`src/rtl/sent_rx_crc_check.sv`:
```
// sent_rx_crc_check
//   Receive-side SENT CRC4 checker. Takes the data nibbles (MSN first) and the
//   trailing CRC nibble of one fast-channel frame. Recomputes the CRC4 with
//   seed 4'b0101 and polynomial x^4+x^3+x^2+1. Reports a one-cycle verdict.
//
// Ports
//   clk          in   rising-edge clock
//   reset        in   asynchronous, active-high
//   start        in   frame start pulse, samples frame_len
//   frame_len    in   3  number of data nibbles (legal 1..6)
//   nibble_valid in   nibble carries a decoded nibble this cycle
//   nibble       in   4  data nibble, or the CRC nibble after the last data nibble
//   frame_abort  in   drop the frame in progress and clear the held verdict
//   busy         out  frame in progress (DATA or CHECK)
//   crc_done     out  one-cycle pulse, verdict valid
//   crc_ok       out  received CRC matched (held until next accepted start)
//   crc_err      out  received CRC differed (held until next accepted start)
//   crc_calc     out  4  computed CRC (held until next accepted start)
//   len_err      out  one-cycle pulse, start rejected for frame_len 0 or 7
module sent_rx_crc_check (
  input  logic       clk,
  input  logic       reset,
  input  logic       start,
  input  logic [2:0] frame_len,
  input  logic       nibble_valid,
  input  logic [3:0] nibble,
  input  logic       frame_abort,
  output logic       busy,
  output logic       crc_done,
  output logic       crc_ok,
  output logic       crc_err,
  output logic [3:0] crc_calc,
  output logic       len_err
);

  localparam logic [3:0] SEED = 4'b0101;
  localparam logic [3:0] POLY = 4'b1101;  // x^4 term implicit

  typedef enum logic [1:0] {IDLE, DATA, CHECK} state_t;

  state_t     state, state_n;
  logic [3:0] r, r_n;
  logic [2:0] cnt, cnt_n;
  logic [2:0] len, len_n;
  logic       done_n, ok_n, err_n, len_err_n;
  logic [3:0] calc_n;
  logic [3:0] r_shift;
  logic       len_legal;

  // Multiply the remainder by z^4 modulo the generator.
  function automatic logic [3:0] crc_t(input logic [3:0] x);
    logic [3:0] v;
    v = x;
    for (int unsigned i = 0; i < 4; i++) begin
      v = v[3] ? ({v[2:0], 1'b0} ^ POLY) : {v[2:0], 1'b0};
    end
    return v;
  endfunction

  assign r_shift   = crc_t(r);
  assign len_legal = (frame_len != 3'd0) && (frame_len != 3'd7);

  always_comb begin
    state_n   = state;
    r_n       = r;
    cnt_n     = cnt;
    len_n     = len;
    done_n    = 1'b0;
    len_err_n = 1'b0;
    ok_n      = crc_ok;
    err_n     = crc_err;
    calc_n    = crc_calc;

    if (frame_abort) begin
      state_n = IDLE;
      r_n     = SEED;
      cnt_n   = '0;
      ok_n    = 1'b0;
      err_n   = 1'b0;
      calc_n  = '0;
    end else if (start) begin
      // A start always claims the cycle, so a coincident nibble is dropped
      // whether or not the length turns out to be legal.
      if (len_legal) begin
        state_n = DATA;
        len_n   = frame_len;
        r_n     = SEED;
        cnt_n   = '0;
        ok_n    = 1'b0;
        err_n   = 1'b0;
        calc_n  = '0;
      end else begin
        len_err_n = 1'b1;
      end
    end else if (nibble_valid) begin
      case (state)
        DATA: begin
          r_n   = r_shift ^ nibble;
          cnt_n = cnt + 3'd1;
          if (cnt + 3'd1 == len) state_n = CHECK;
        end
        CHECK: begin
          calc_n  = r_shift;
          ok_n    = (nibble == r_shift);
          err_n   = (nibble != r_shift);
          done_n  = 1'b1;
          state_n = IDLE;
        end
        default: ;
      endcase
    end
  end

  always_ff @(posedge clk or posedge reset) begin
    if (reset) begin
      state    <= IDLE;
      r        <= SEED;
      cnt      <= '0;
      len      <= '0;
      crc_done <= 1'b0;
      crc_ok   <= 1'b0;
      crc_err  <= 1'b0;
      crc_calc <= '0;
      len_err  <= 1'b0;
    end else begin
      state    <= state_n;
      r        <= r_n;
      cnt      <= cnt_n;
      len      <= len_n;
      crc_done <= done_n;
      crc_ok   <= ok_n;
      crc_err  <= err_n;
      crc_calc <= calc_n;
      len_err  <= len_err_n;
    end
  end

  assign busy = (state != IDLE);

endmodule

```
`config.mk`:
```
export PLATFORM = sky130hd
export DESIGN_NAME = sent_rx_crc_check
export DESIGN_NICKNAME = d
export VERILOG_FILES = /design/src/rtl/sent_rx_crc_check.sv
export SDC_FILE = /design/constraint.sdc
export NUM_CORES = 1
export LEC_CHECK = 0
export BUFFER_PORTS_ARGS = -buffer_cell sky130_fd_sc_hd__buf_2
export CORE_ASPECT_RATIO = 1.5
export CORE_MARGIN = 1.5
export CORE_UTILIZATION = 40
export CTS_CLUSTER_DIAMETER = 60
export DETAILED_ROUTE_END_ITERATION = 12
export PLACE_DENSITY = 0.57
export SYNTH_ARGS = -nofsm -noshare
export SYNTH_HDL_FRONTEND = slang
export SYNTH_SLANG_ARGS = --single-unit
```
`constraint.sdc`:
```
create_clock -name clk -period 4.15 [get_ports clk]
set_clock_uncertainty 0.15 [all_clocks]
set_input_delay 0.2075 -clock clk [delete_from_list [all_inputs] [get_ports clk]]
set_output_delay 0.2075 -clock clk [all_outputs]
set_load 0.1 [all_outputs]
```
* After elaboration in Yosys (flattened, before gate mapping) *
Cells that the tools add are included.

word-level totals
  bits in registers = 20
  input port bits = 12

cells by class
  bitwise operators = 6
  add/subtract/negate cells = 1
  muxes and demuxes = 41
  reduce and logical (&&, ||, !) cells = 11
  equal/unequal tests = 8

operator list
  cell                                                             count
  4-bit two-way mux                                                14
  1-bit two-way mux                                                16
  3-bit two-way mux                                                5
  3-bit inverter                                                   4
  3-bit nonzero test                                               4
  2-bit two-way mux                                                5
  3-bit AND reduction                                              3
  4-bit == test                                                    1
  4-bit != test                                                    1
  4-bit != test, second input constant                             1
  2-bit one-hot mux with 2 select lines                            1
  4-bit AND reduction                                              1
  4-bit nonzero test                                               1
  4-bit XOR                                                        1
  3-bit by 1-bit adder with 3-bit output, second input constant    1
  3-bit == test                                                    1
  3-bit by 1-bit != test with 1-bit output, second input constant  1
  3-bit != test, second input constant                             1
  2-bit by 1-bit == test with 1-bit output, second input constant  1
  2-bit == test, second input constant                             1
  2-bit nonzero test                                               1
  1-bit logical AND                                                1
  1-bit inverter                                                   1

* Logic depth before layout (Yosys ltp) *
  depth after elaboration = 13
  gate-level depth with buffers = 6

* Worst setup path after synthesis *
No wires, ideal clock.

  path type = register to register
  from = register cnt[0]
  to = register state[0]
  clock period less this slack = 1.595 ns
  arrival time = 1.321 ns
  stages on the path, launching flop included = 6
  setup slack = 2.555 ns
  data required time = 3.876 ns
  cell sequence = dfrtp_1 -> ha_1 -> xor2_1 -> nor4_1 -> o21a_1 -> o21bai_2

on the way
  cells in the longest elaborated chain, start to end = 4

ends and longest elaborated chain
  item                                    RTL line  RTL
  start, declared                         43        logic [2:0] cnt, cnt_n;
  start signal, assigned                  128       cnt <= cnt_n;
  3-bit by 1-bit adder with 3-bit output  100       if (cnt + 3'd1 == len) state_n = CHECK;
  3-bit == test                           100
  4-bit != test (no source line)          n/a
  4-bit AND reduction (no source line)    n/a
  end signal, assigned                    126       state <= state_n;
  end, declared                           41        state_t state, state_n;

Every way passes these cells.
A chain may end at the register's enable or synchronous reset.

* Worst setup path after layout *
  from = register state[0]
  to = output port busy

on the way
  cells in the longest elaborated chain, start to end = 1

ends and longest elaborated chain
  item                RTL line  RTL
  2-bit nonzero test  138       assign busy = (state != IDLE);
  end, declared       28        output logic busy,

Every way passes these cells.

==> results.py <==
metrics = {
    "clock_network": {
        "cts_tree": "built",
        "cts_buffers": 3,
        "clk_latency_ns": 0.26,
        "clock_path_buffers": 2,
        "path_clk_slew_ns": 0.08,
        "cts_root_buf": "clkbuf_8",
        "clock_sinks": 20,
        "htreeDepth": 1,
        "cts_hold_buf": 1,
        "cts_setup_buffers": 0,
        "post_cts_resized": 0,
    },
    "sta": {
        "fmax_mhz": 587,
        "rsz0062_at_grt": "false",
        "period_needed_ns": 1.70,
        "finalSetupTns_ns": 0,
        "fin_ws_ns": 2.45,
        "finalCritPeriodShare_pct": 41.0,
        "worst_pin_slew_ns": 0.765,
        "slew_viol_final": 0,
        "relSlewSlack_pct": 49.0,
        "finalHoldViolations": 0,
        "setup_viol": 0,
    },
    "route": {
        "vias": 878,
        "viasPerCell": 5.16,
        "dr.pass1.iters": 4,
        "finalWirelength_mm": 2.30,
        "wl_per_cell_um": 13.5,
        "met2_length_mm": 1.26,
        "wirelength_met1_um": 959,
        "drt_iter0_drc": 20,
        "postRouteAntennaNets": 0,
        "routed-wl-met3_um": 59,
        "drc": 0,
        "highest-signal-layer": "met4",
    },
    "synth": {
        "synth_cell_types": 40,
        "ys_async_sr_fraction_pct": 100,
        "synth_nets": 126,
        "yosysSeqAreaShare_pct": 42.1,
        "ys_ff_latch": 20,
        "syn_avg_cell_area_sq_um": 10.9,
        "synthesis.instances": 110,
        "synth_edf_count": 0,
        "synth_area_sq_um": 1190,
        "yosys_warnings": 0,
        "synthFlopType": "dfrtp_1",
    },
    "critical_path": {
        "r2r_slack_ns": 2.47,
        "cpMostUsedCell": "inv_1",
        "required_ns": 3.79,
        "critical_path_class": "flop to output port",
        "r2r_cells": 5,
        "cp-end-kind": "output port",
        "reg2reg_to": "state[0]",
        "cpMaxStageDelayCell": "buf_2",
        "max_stage_delay_ns": 0.41,
        "rr_startpoint": "cnt[0]",
        "critPathLaunchType": "flop",
        "path_cells": "inv_1 > ha_1 > inv_1 > buf_2",
        "crit_arrival_ns": 1.35,
        "worstPathMaxFanout": 3,
    },
    "finish": {
        "layout_common_cells": "buf_2, dfrtp_1, xnor2_1",
        "n_antenna_cell": 0,
        "nets": 148,
        "nFillCells": 275,
        "layout-drive-gt1-share_pct": 30.5,
        "syn2layout_area_growth_pct": 17.7,
        "final_common_cell": "buf_2",
        "instances_no_fill": 170,
        "postLayoutCellArea_sq_um": 1410,
    },
    "placement": {
        "io_buffers": 20,
        "gp_congestion": 0.742,
        "pre_cts_slack_ns": 2.45,
        "dpl_cell_area_sq_um": 1330,
        "dp.cells": 165,
        "dp.final_hpwl_mm": 1.78,
    },
    "run": {
        "max_cap_viol_count": 0,
    },
    "worst_hold_path": {
        "worstHoldStart": "frame_len[2]",
        "min_path_type": "input pin to flop",
        "min_to": "len[0]",
        "hold_depth": 2,
    },
    "floorplan": {
        "core_sq_um": 2880,
        "rows": 24,
        "die_area_sq_um": 3330,
        "num_io_pins": 21,
        "die_h_um": 69.9,
        "initial_core_util_pct": 41.4,
        "fp.dieW_um": 47.6,
    },
    "power_and_ir_drop": {
        "vdd_drop_max_uv": 238,
        "finalPower_mw": 0.515,
        "p_leak_nw": 0.705,
        "power.density_nw_per_um2": 366,
    },
    "run_status": {
        "status": "complete, no violations",
    },
    "global_routing": {
        "grt_pass1_wl_mm": 4.04,
        "grt_pass1_vias": 948,
        "grt_start_max_net_pins": 21,
        "grt_use_total_pct": 16.3,
        "grt_antenna_before_repair": 0,
        "grt_remaining_overflow": 0,
    },
}
==> cells in the mapped netlist (all sizes together) (2+ instances only) <==
| cell | count | area, sq um |
|---|---|---|
| dfstp | 2 | 52.6 |
| nor2 | 4 | 15.0 |
| buf | 3 | 15.0 |
| inv | 10 | 37.5 |
| a22o | 6 | 57.6 |
| mux2 | 3 | 33.8 |
| nor3 | 5 | 25.0 |
| a211oi | 2 | 15.0 |
| o21ai | 4 | 46.3 |
| o2bb2ai | 2 | 17.5 |
| dfrtp | 18 | 450 |
| ha | 4 | 50.1 |
| nand2 | 2 | 7.51 |
| nand3 | 2 | 10.0 |
| xor2 | 4 | 35.0 |
| o22ai | 2 | 12.5 |
| xnor2 | 12 | 105 |
| and3 | 7 | 43.8 |
==> worst max-delay path, delay by kind of cell, from the launching register on <==
kind | cells | cell delay (ns)
buf+inv | 3 | 0.53
flops | 1 | 0.36
fa+ha+maj | 1 | 0.20
==> registers in the layout (all words and copies together) (netlist names) <==
| signal | flops |
|---|---|
| state | 2 |
| crc_ok | 1 |
| len | 3 |
| crc_done | 1 |
| len_err | 1 |
| crc_err | 1 |
| r | 4 |
| crc_calc | 4 |
| cnt | 3 |
==> routing by layer <==
layer,GRT usage (%),vias up
met3,2.33,2
li1,-,434
met2,28.4,18
met5,0,-
met1,19.0,424
met4,6.01,0
==> worst max-delay path by stage <==
| stage | from | end | slack [ns] |
|---|---|---|---|
| 4_1_cts | state[0] | busy | 2.42 |
| 3_3_place_gp | frame_len[2] | cnt[1] | 2.46 |
| 5_1_grt | state[1] | cnt[2] | 2.33 |
| 3_5_place_dp | frame_len[2] | cnt[0] | 2.45 |
| 2_1_floorplan | cnt[0] | state[0] | 2.55 |
| 6_report | state[0] | busy | 2.45 |
==> final cells by class <==
cell class              instances  area [sq um]  area share [%]
clock buffers                   3          41.3            2.94
clock inverters                 1          30.0            2.14
inverters                      10          37.5            2.67
multi-input cells              76           636            45.2
flip-flops and latches         20           503            35.8
well taps                      39          48.8            3.47
repair buffers                 21           110            7.83
==> logic make-up (layout without fill, tap and decap cells) <==
logic type / after synthesis / after routing / share of synthesized area (%)
simple gates: 26 / 26 / 12.4
compound gates: 26 / 26 / 20.1
flops: 20 / 20 / 42.1
fa+ha+maj: 4 / 4 / 4.19
buf+inv: 14 / 35 / 4.71
xor+xnor: 17 / 17 / 13.7
mux: 3 / 3 / 2.83
==> per-stage QoR <==
| step | hold WS, ns | util (%) |
|---|---|---|
| after detailed placement | 0.241 | 46.0 |
| after floorplan | 0.0198 | - |
| after global placement | 0.230 | 46.0 |
| final | 0.0412 | 48.8 |
| after global routing | 0.0448 | 48.8 |
| after CTS | 0.0401 | 48.8 |
==> power breakdown <==
part | total (mW) | switching, mW | internal, mW
clock network | 0.193 | 0.0646 | 0.129
registers | 0.214 | 0.00903 | 0.205
logic | 0.107 | 0.0667 | 0.0405
No activity file was read; power rests on OpenSTA's default activity.
